--- src/rtl/y86_instr_encoder.sv ---
// Y86-64 program loader: encodes decoded instruction fields into bytes and writes them one per cycle.
// Latency: first byte one cycle after accept, len+1 cycles per instruction; in_ready low while emitting.
module y86_instr_encoder #(
  parameter int ADDR_W    = 10,
  parameter int MEM_BYTES = 1024
) (
  input  logic              clk,
  input  logic              rst_n,
  input  logic              base_load,
  input  logic [ADDR_W-1:0] base_addr,
  input  logic              in_valid,
  output logic              in_ready,
  input  logic [3:0]        in_icode,
  input  logic [3:0]        in_ifun,
  input  logic [3:0]        in_rA,
  input  logic [3:0]        in_rB,
  input  logic [63:0]       in_valC,
  output logic              mem_we,
  output logic [ADDR_W-1:0] mem_addr,
  output logic [7:0]        mem_wdata,
  output logic              instr_done,
  output logic [ADDR_W-1:0] next_addr,
  output logic              err_invalid,
  output logic              err_overflow
);

  typedef enum logic [0:0] {IDLE, EMIT} state_t;

  localparam logic [ADDR_W:0] MEM_LIM = (ADDR_W+1)'(MEM_BYTES);

  // Zero length marks an icode with no encoding.
  function automatic logic [3:0] instr_len(input logic [3:0] ic);
    case (ic)
      4'h0, 4'h1, 4'h9:       instr_len = 4'd1;
      4'h2, 4'h6, 4'hA, 4'hB: instr_len = 4'd2;
      4'h7, 4'h8:             instr_len = 4'd9;
      4'h3, 4'h4, 4'h5:       instr_len = 4'd10;
      default:                instr_len = 4'd0;
    endcase
  endfunction

  state_t            state_q, state_d;
  logic [ADDR_W:0]   ptr_q, ptr_d;
  logic [3:0]        idx_q, idx_d;
  logic [3:0]        len_q, len_d;
  logic [7:0]        regs_q, regs_d;
  logic [63:0]       valc_q, valc_d;
  logic              mem_we_q, mem_we_d;
  logic [ADDR_W-1:0] mem_addr_q, mem_addr_d;
  logic [7:0]        mem_wdata_q, mem_wdata_d;
  logic              done_q, done_d;
  logic              err_inv_q, err_inv_d;
  logic              err_ovf_q, err_ovf_d;

  logic [3:0]        acc_len;
  logic [ADDR_W:0]   acc_end;
  logic [3:0]        nxt_idx;
  logic [2:0]        vbyte;
  logic [7:0]        nxt_byte;

  always_comb begin
    state_d     = state_q;
    ptr_d       = ptr_q;
    idx_d       = idx_q;
    len_d       = len_q;
    regs_d      = regs_q;
    valc_d      = valc_q;
    mem_we_d    = 1'b0;
    mem_addr_d  = mem_addr_q;
    mem_wdata_d = mem_wdata_q;
    done_d      = 1'b0;
    err_inv_d   = 1'b0;
    err_ovf_d   = 1'b0;

    in_ready = (state_q == IDLE) && !base_load;
    acc_len  = instr_len(in_icode);
    // One extra bit keeps ptr+len from wrapping past the top of memory.
    acc_end  = ptr_q + (ADDR_W+1)'(acc_len);
    nxt_idx  = idx_q + 4'd1;

    // Register byte sits at index 1 unless the format has no register byte (len 9).
    vbyte    = 3'(nxt_idx - ((len_q == 4'd10) ? 4'd2 : 4'd1));
    if (nxt_idx == 4'd1 && len_q != 4'd9) nxt_byte = regs_q;
    else                                   nxt_byte = valc_q[{vbyte, 3'b000} +: 8];

    case (state_q)
      IDLE: begin
        if (base_load) begin
          ptr_d = {1'b0, base_addr};
        end else if (in_valid) begin
          if (acc_len == 4'd0) begin
            err_inv_d = 1'b1;
          end else if (acc_end > MEM_LIM) begin
            err_ovf_d = 1'b1;
          end else begin
            state_d     = EMIT;
            idx_d       = 4'd0;
            len_d       = acc_len;
            regs_d      = {in_rA, in_rB};
            valc_d      = in_valC;
            mem_we_d    = 1'b1;
            mem_addr_d  = ptr_q[ADDR_W-1:0];
            mem_wdata_d = {in_icode, in_ifun};
            done_d      = (acc_len == 4'd1);
          end
        end
      end
      EMIT: begin
        if (idx_q == len_q - 4'd1) begin
          state_d = IDLE;
          ptr_d   = ptr_q + (ADDR_W+1)'(len_q);
        end else begin
          idx_d       = nxt_idx;
          mem_we_d    = 1'b1;
          mem_addr_d  = ptr_q[ADDR_W-1:0] + ADDR_W'(nxt_idx);
          mem_wdata_d = nxt_byte;
          done_d      = (nxt_idx == len_q - 4'd1);
        end
      end
      default: state_d = IDLE;
    endcase
  end

  always_ff @(posedge clk or negedge rst_n) begin
    if (!rst_n) begin
      state_q     <= IDLE;
      ptr_q       <= '0;
      idx_q       <= '0;
      len_q       <= '0;
      regs_q      <= '0;
      valc_q      <= '0;
      mem_we_q    <= 1'b0;
      mem_addr_q  <= '0;
      mem_wdata_q <= '0;
      done_q      <= 1'b0;
      err_inv_q   <= 1'b0;
      err_ovf_q   <= 1'b0;
    end else begin
      state_q     <= state_d;
      ptr_q       <= ptr_d;
      idx_q       <= idx_d;
      len_q       <= len_d;
      regs_q      <= regs_d;
      valc_q      <= valc_d;
      mem_we_q    <= mem_we_d;
      mem_addr_q  <= mem_addr_d;
      mem_wdata_q <= mem_wdata_d;
      done_q      <= done_d;
      err_inv_q   <= err_inv_d;
      err_ovf_q   <= err_ovf_d;
    end
  end

  // A pointer of exactly MEM_BYTES reads back as its low ADDR_W bits.
  assign next_addr    = ptr_q[ADDR_W-1:0];
  assign mem_we       = mem_we_q;
  assign mem_addr     = mem_addr_q;
  assign mem_wdata    = mem_wdata_q;
  assign instr_done   = done_q;
  assign err_invalid  = err_inv_q;
  assign err_overflow = err_ovf_q;

endmodule

--- config.mk ---
export PLATFORM = sky130hd
export DESIGN_NAME = y86_instr_encoder
export DESIGN_NICKNAME = d
export VERILOG_FILES = /design/src/rtl/y86_instr_encoder.sv
export SDC_FILE = /design/constraint.sdc
export NUM_CORES = 1
export LEC_CHECK = 0
export CAP_MARGIN = 15
export CORE_MARGIN = 10
export CORE_UTILIZATION = 48
export DETAILED_ROUTE_END_ITERATION = 7
export MAX_ROUTING_LAYER = met4
export PLACE_DENSITY = 0.86
export REMOVE_ABC_BUFFERS = 1
export SETUP_SLACK_MARGIN = 0.15
export SLEW_MARGIN = 40
export SYNTH_ARGS = -nofsm -noshare
export SYNTH_HDL_FRONTEND = slang
export SYNTH_SLANG_ARGS = --single-unit
--- constraint.sdc ---
create_clock -name clk -period 2.8 [get_ports clk]
set_input_delay 0.84 -clock clk [delete_from_list [all_inputs] [get_ports clk]]
set_output_delay 0.84 -clock clk [all_outputs]
set_load 0.02 [all_outputs]
==> flow_summary_export.csv <==
group,metric,value,unit
outcome,violations,"setup timing",
sta,fin_worst_skew,0.0109,ns
place,postPlaceCellArea,8300,um2
die,initial_utilization,49.2,%
critical_path,critPathKind,"input port to register",
sta,rsz0062_at_grt,"true",
yosys,yosysTopAreaCellShare,42.8,%
routing,drt_iter0_drc,701,
sta,finalHoldViolations,0,
critical_path,critPathMaxFanout,6,
yosys,ys_seq_area_share,42.8,%
die,ioPinCount,127,
sta,fin_crit_sh,131,%
yosys,synth.area.mux_share,22.5,%
yosys,async_reset_ff_share,100,%
clocking,cts_tree,"done",
yosys,ys_seq_elements,112,
yosys,synth_most_common_cell,"dfrtp_1",
die,die_y,137,um
clocking,htreeDepth,3,
cells_and_area,n_antenna_cell,0,
pwr,peakVddDrop,776,uV
sta,finalCriticalPeriod,3.67,ns
cells_and_area,drive_gt1_share,31.0,%
yosys,synth.cell_area,6550,um2
pwr,power_density,1410,nW/um2
place,numPortBuffers,126,
pwr,power.leakage,4.30,nW
critical_path,reg2reg_from,"ptr_q[0]",
critical_path,slowest_stage,"fa_2",
yosys,yosysWarningCount,0,
grt,grt_use_total,23.5,%
routing,vias,5866,
routing,drc,0,
critical_path,path_cells,"buf_8 -> a21oi_4 -> mux2_4 -> a21oi_2 -> ha_2 -> fa_2 -> buf_6 -> and3_4 -> or3_4 -> o2111ai_2 -> nor4_2 -> buf_4 -> o21ai_4 -> buf_6 -> buf_12 -> clkbuf_16 -> mux2_4",
critical_path,cp_data_required_time,3.06,ns
clocking,root_buffer,"clkbuf_16",
yosys,synth_top_family_by_area,"multiplexers",
yosys,synthSimpleGateAreaFrac,9.46,%
sta,fmax,272,MHz
flow_run,max-cap-violations,0,
critical_path,cp.arrival,3.93,ns
yosys,synth_compound_area_share,13.1,%
routing,wl_per_cell,24.5,um
yosys,synth_xor_area_share,2.75,%
place,hpwl,14.7,mm
clocking,clockBufferDepth,2,
yosys,synth.area.top_cells,"dfrtp_1 43%, mux2_2 15%, mux2i_1 4.3%",
clocking,cts_sinks,112,
critical_path,cp-start-kind,"input port",
sta,slew_violations,0,
yosys,ys_top_cells_by_count,"112 x dfrtp_1, 90 x mux2_2, 30 x nor2_1",
sta,setup_viol_count_final,100,
yosys,syn_area_per_cell,10.9,um2
grt,grt_pass1_wl,33.5,mm
place,routabilityCongestion,0.966,
yosys,synth-edff-count,0,
sta,setup_tns,-79.73,ns
routing,routed_wl,23.3,mm
routing,firstDrtPassIters,7,
yosys,synth_fa_ha_area_share,4.28,%
yosys,yosysUniqueCellTypes,58,
grt,grt_pass1_vias,6051,
clocking,cts_buffers,9,
clocking,clk_transition_reported_paths,0.08,ns
yosys,synth_top_area_cell,"dfrtp_1",
cells_and_area,layout.nets,885,
yosys,syn_inst,599,
cells_and_area,area_growth,45.0,%
die,fp-row-count,42,
sta,relSlewSlack,59.6,%
die,die_area,18700,um2
worst_hold_path,hold_class,"input port to async pin",
critical_path,critPathCaptureType,"register",
cells_and_area,final_area,9500,um2
grt,grt_max_degree,51,
routing,viasPerCell,6.17,
grt,grt_remaining_overflow,0,
yosys,synth_ff_type,"dfrtp_1",
die,die_x,137,um
sta,layout_setup_ws,-0.872,ns
clocking,clock_latency,0.37,ns
outcome,outcome,"finished with violations",
grt,antenna_found_initial,0,
routing,drtAntennaViolNets,0,
die,coreArea,13300,um2
critical_path,slowest_delay,0.38,ns
sta,worst_pin_slew,0.601,ns
critical_path,crit_start,"in_icode[0]",
registers in the layout (all words and copies together) (netlist names):
signal,cells
regs_q,8
mem_addr,10
len_q,3
err_overflow,1
ptr_q,11
valc_q,64
err_invalid,1
mem_we,1
mem_wdata,8
instr_done,1
idx_q,4
cells in the final DEF, fill, tap and decap left out, drive strengths merged, types with 13 or more instances in the layout:
cell type        n
buf             91
mux2i           28
clkbuf          13
nand2           23
mux2           106
nand3           18
nor2b           18
ha              16
nor2            30
o21ai           21
o22ai           19
inv             16
a31oi           18
a21oi           16
dfrtp          112
clkdlybuf4s50  120
metal layers:
layer  track usage [%]  share of wire, %  vias up
li1                  -                 -     2543
met1              27.9                40     2877
met2              38.3                49      357
met3              4.22               7.1       89
met4              10.7               4.2        0
met5                 -                 0        -
power breakdown:
| part | switching [mW] | leakage, nW | total (mW) | internal (mW) |
|---|---|---|---|---|
| registers | 0.775 | 1.34 | 3.22 | 2.44 |
| clock network | 0.640 | 0.172 | 1.56 | 0.923 |
| logic | 4.24 | 2.79 | 8.63 | 4.39 |
worst paths after layout:
check                             end  slack (ns)  cells past startpoint
max                        valc_q[16]       -0.87                     17
min in group clk            valc_q[3]        0.51                      1
min                          ptr_q[8]        0.41                      1
max reg2reg                valc_q[16]       -0.32                     13
min reg2reg                 valc_q[3]        0.51                      1
max in group asynchronous  valc_q[58]        1.58                      2
what timing repair did:
action,in CTS,in global routing
pin swaps,11,5
resized for setup,100,53
endpoints found under the setup margin,101,102
setup buffers,13,2
hold buffers,0,0
cloned,5,2
metrics by stage:
step	instances	hold WS [ns]	setup WS [ns]	power (mW)	utilization [%]
4_1_cts	947	0.439	-0.673	12.6	69.3
5_1_grt	951	0.451	-0.908	14.0	71.4
6_report	951	0.415	-0.872	13.4	71.4
3_5_place_dp	914	0.493	-1.43	10.4	62.5
3_3_place_gp	914	0.479	-1.37	10.0	62.5
2_1_floorplan	546	0.464	-2.32	7.51	-
cells by family (layout without fill, tap and decap cells):
kind of cell / after synthesis / in the layout
simple gates: 120 / 120
xor+xnor: 19 / 19
fa+ha+maj: 20 / 20
flops: 112 / 112
mux: 134 / 134
compound gates: 126 / 126
buf+inv: 68 / 244
critical path, delay by kind of cell:
| family | cells | cell delay [ns] |
|---|---|---|
| buf+inv | 6 | 0.86 |
| mux | 2 | 0.50 |
| compound gates | 4 | 0.54 |
| simple gates | 3 | 0.58 |
| fa+ha+maj | 2 | 0.59 |
area by class of cell:
type	count	area, um2
multi-input combinational	419	3860
fill	836	3800
inverter	15	56.3
sequential	112	2800
clock inverter	4	98.8
tap	176	220
clock buffer	11	253
timing repair buffer	214	2200
Power figures use the tool's default switching activity.
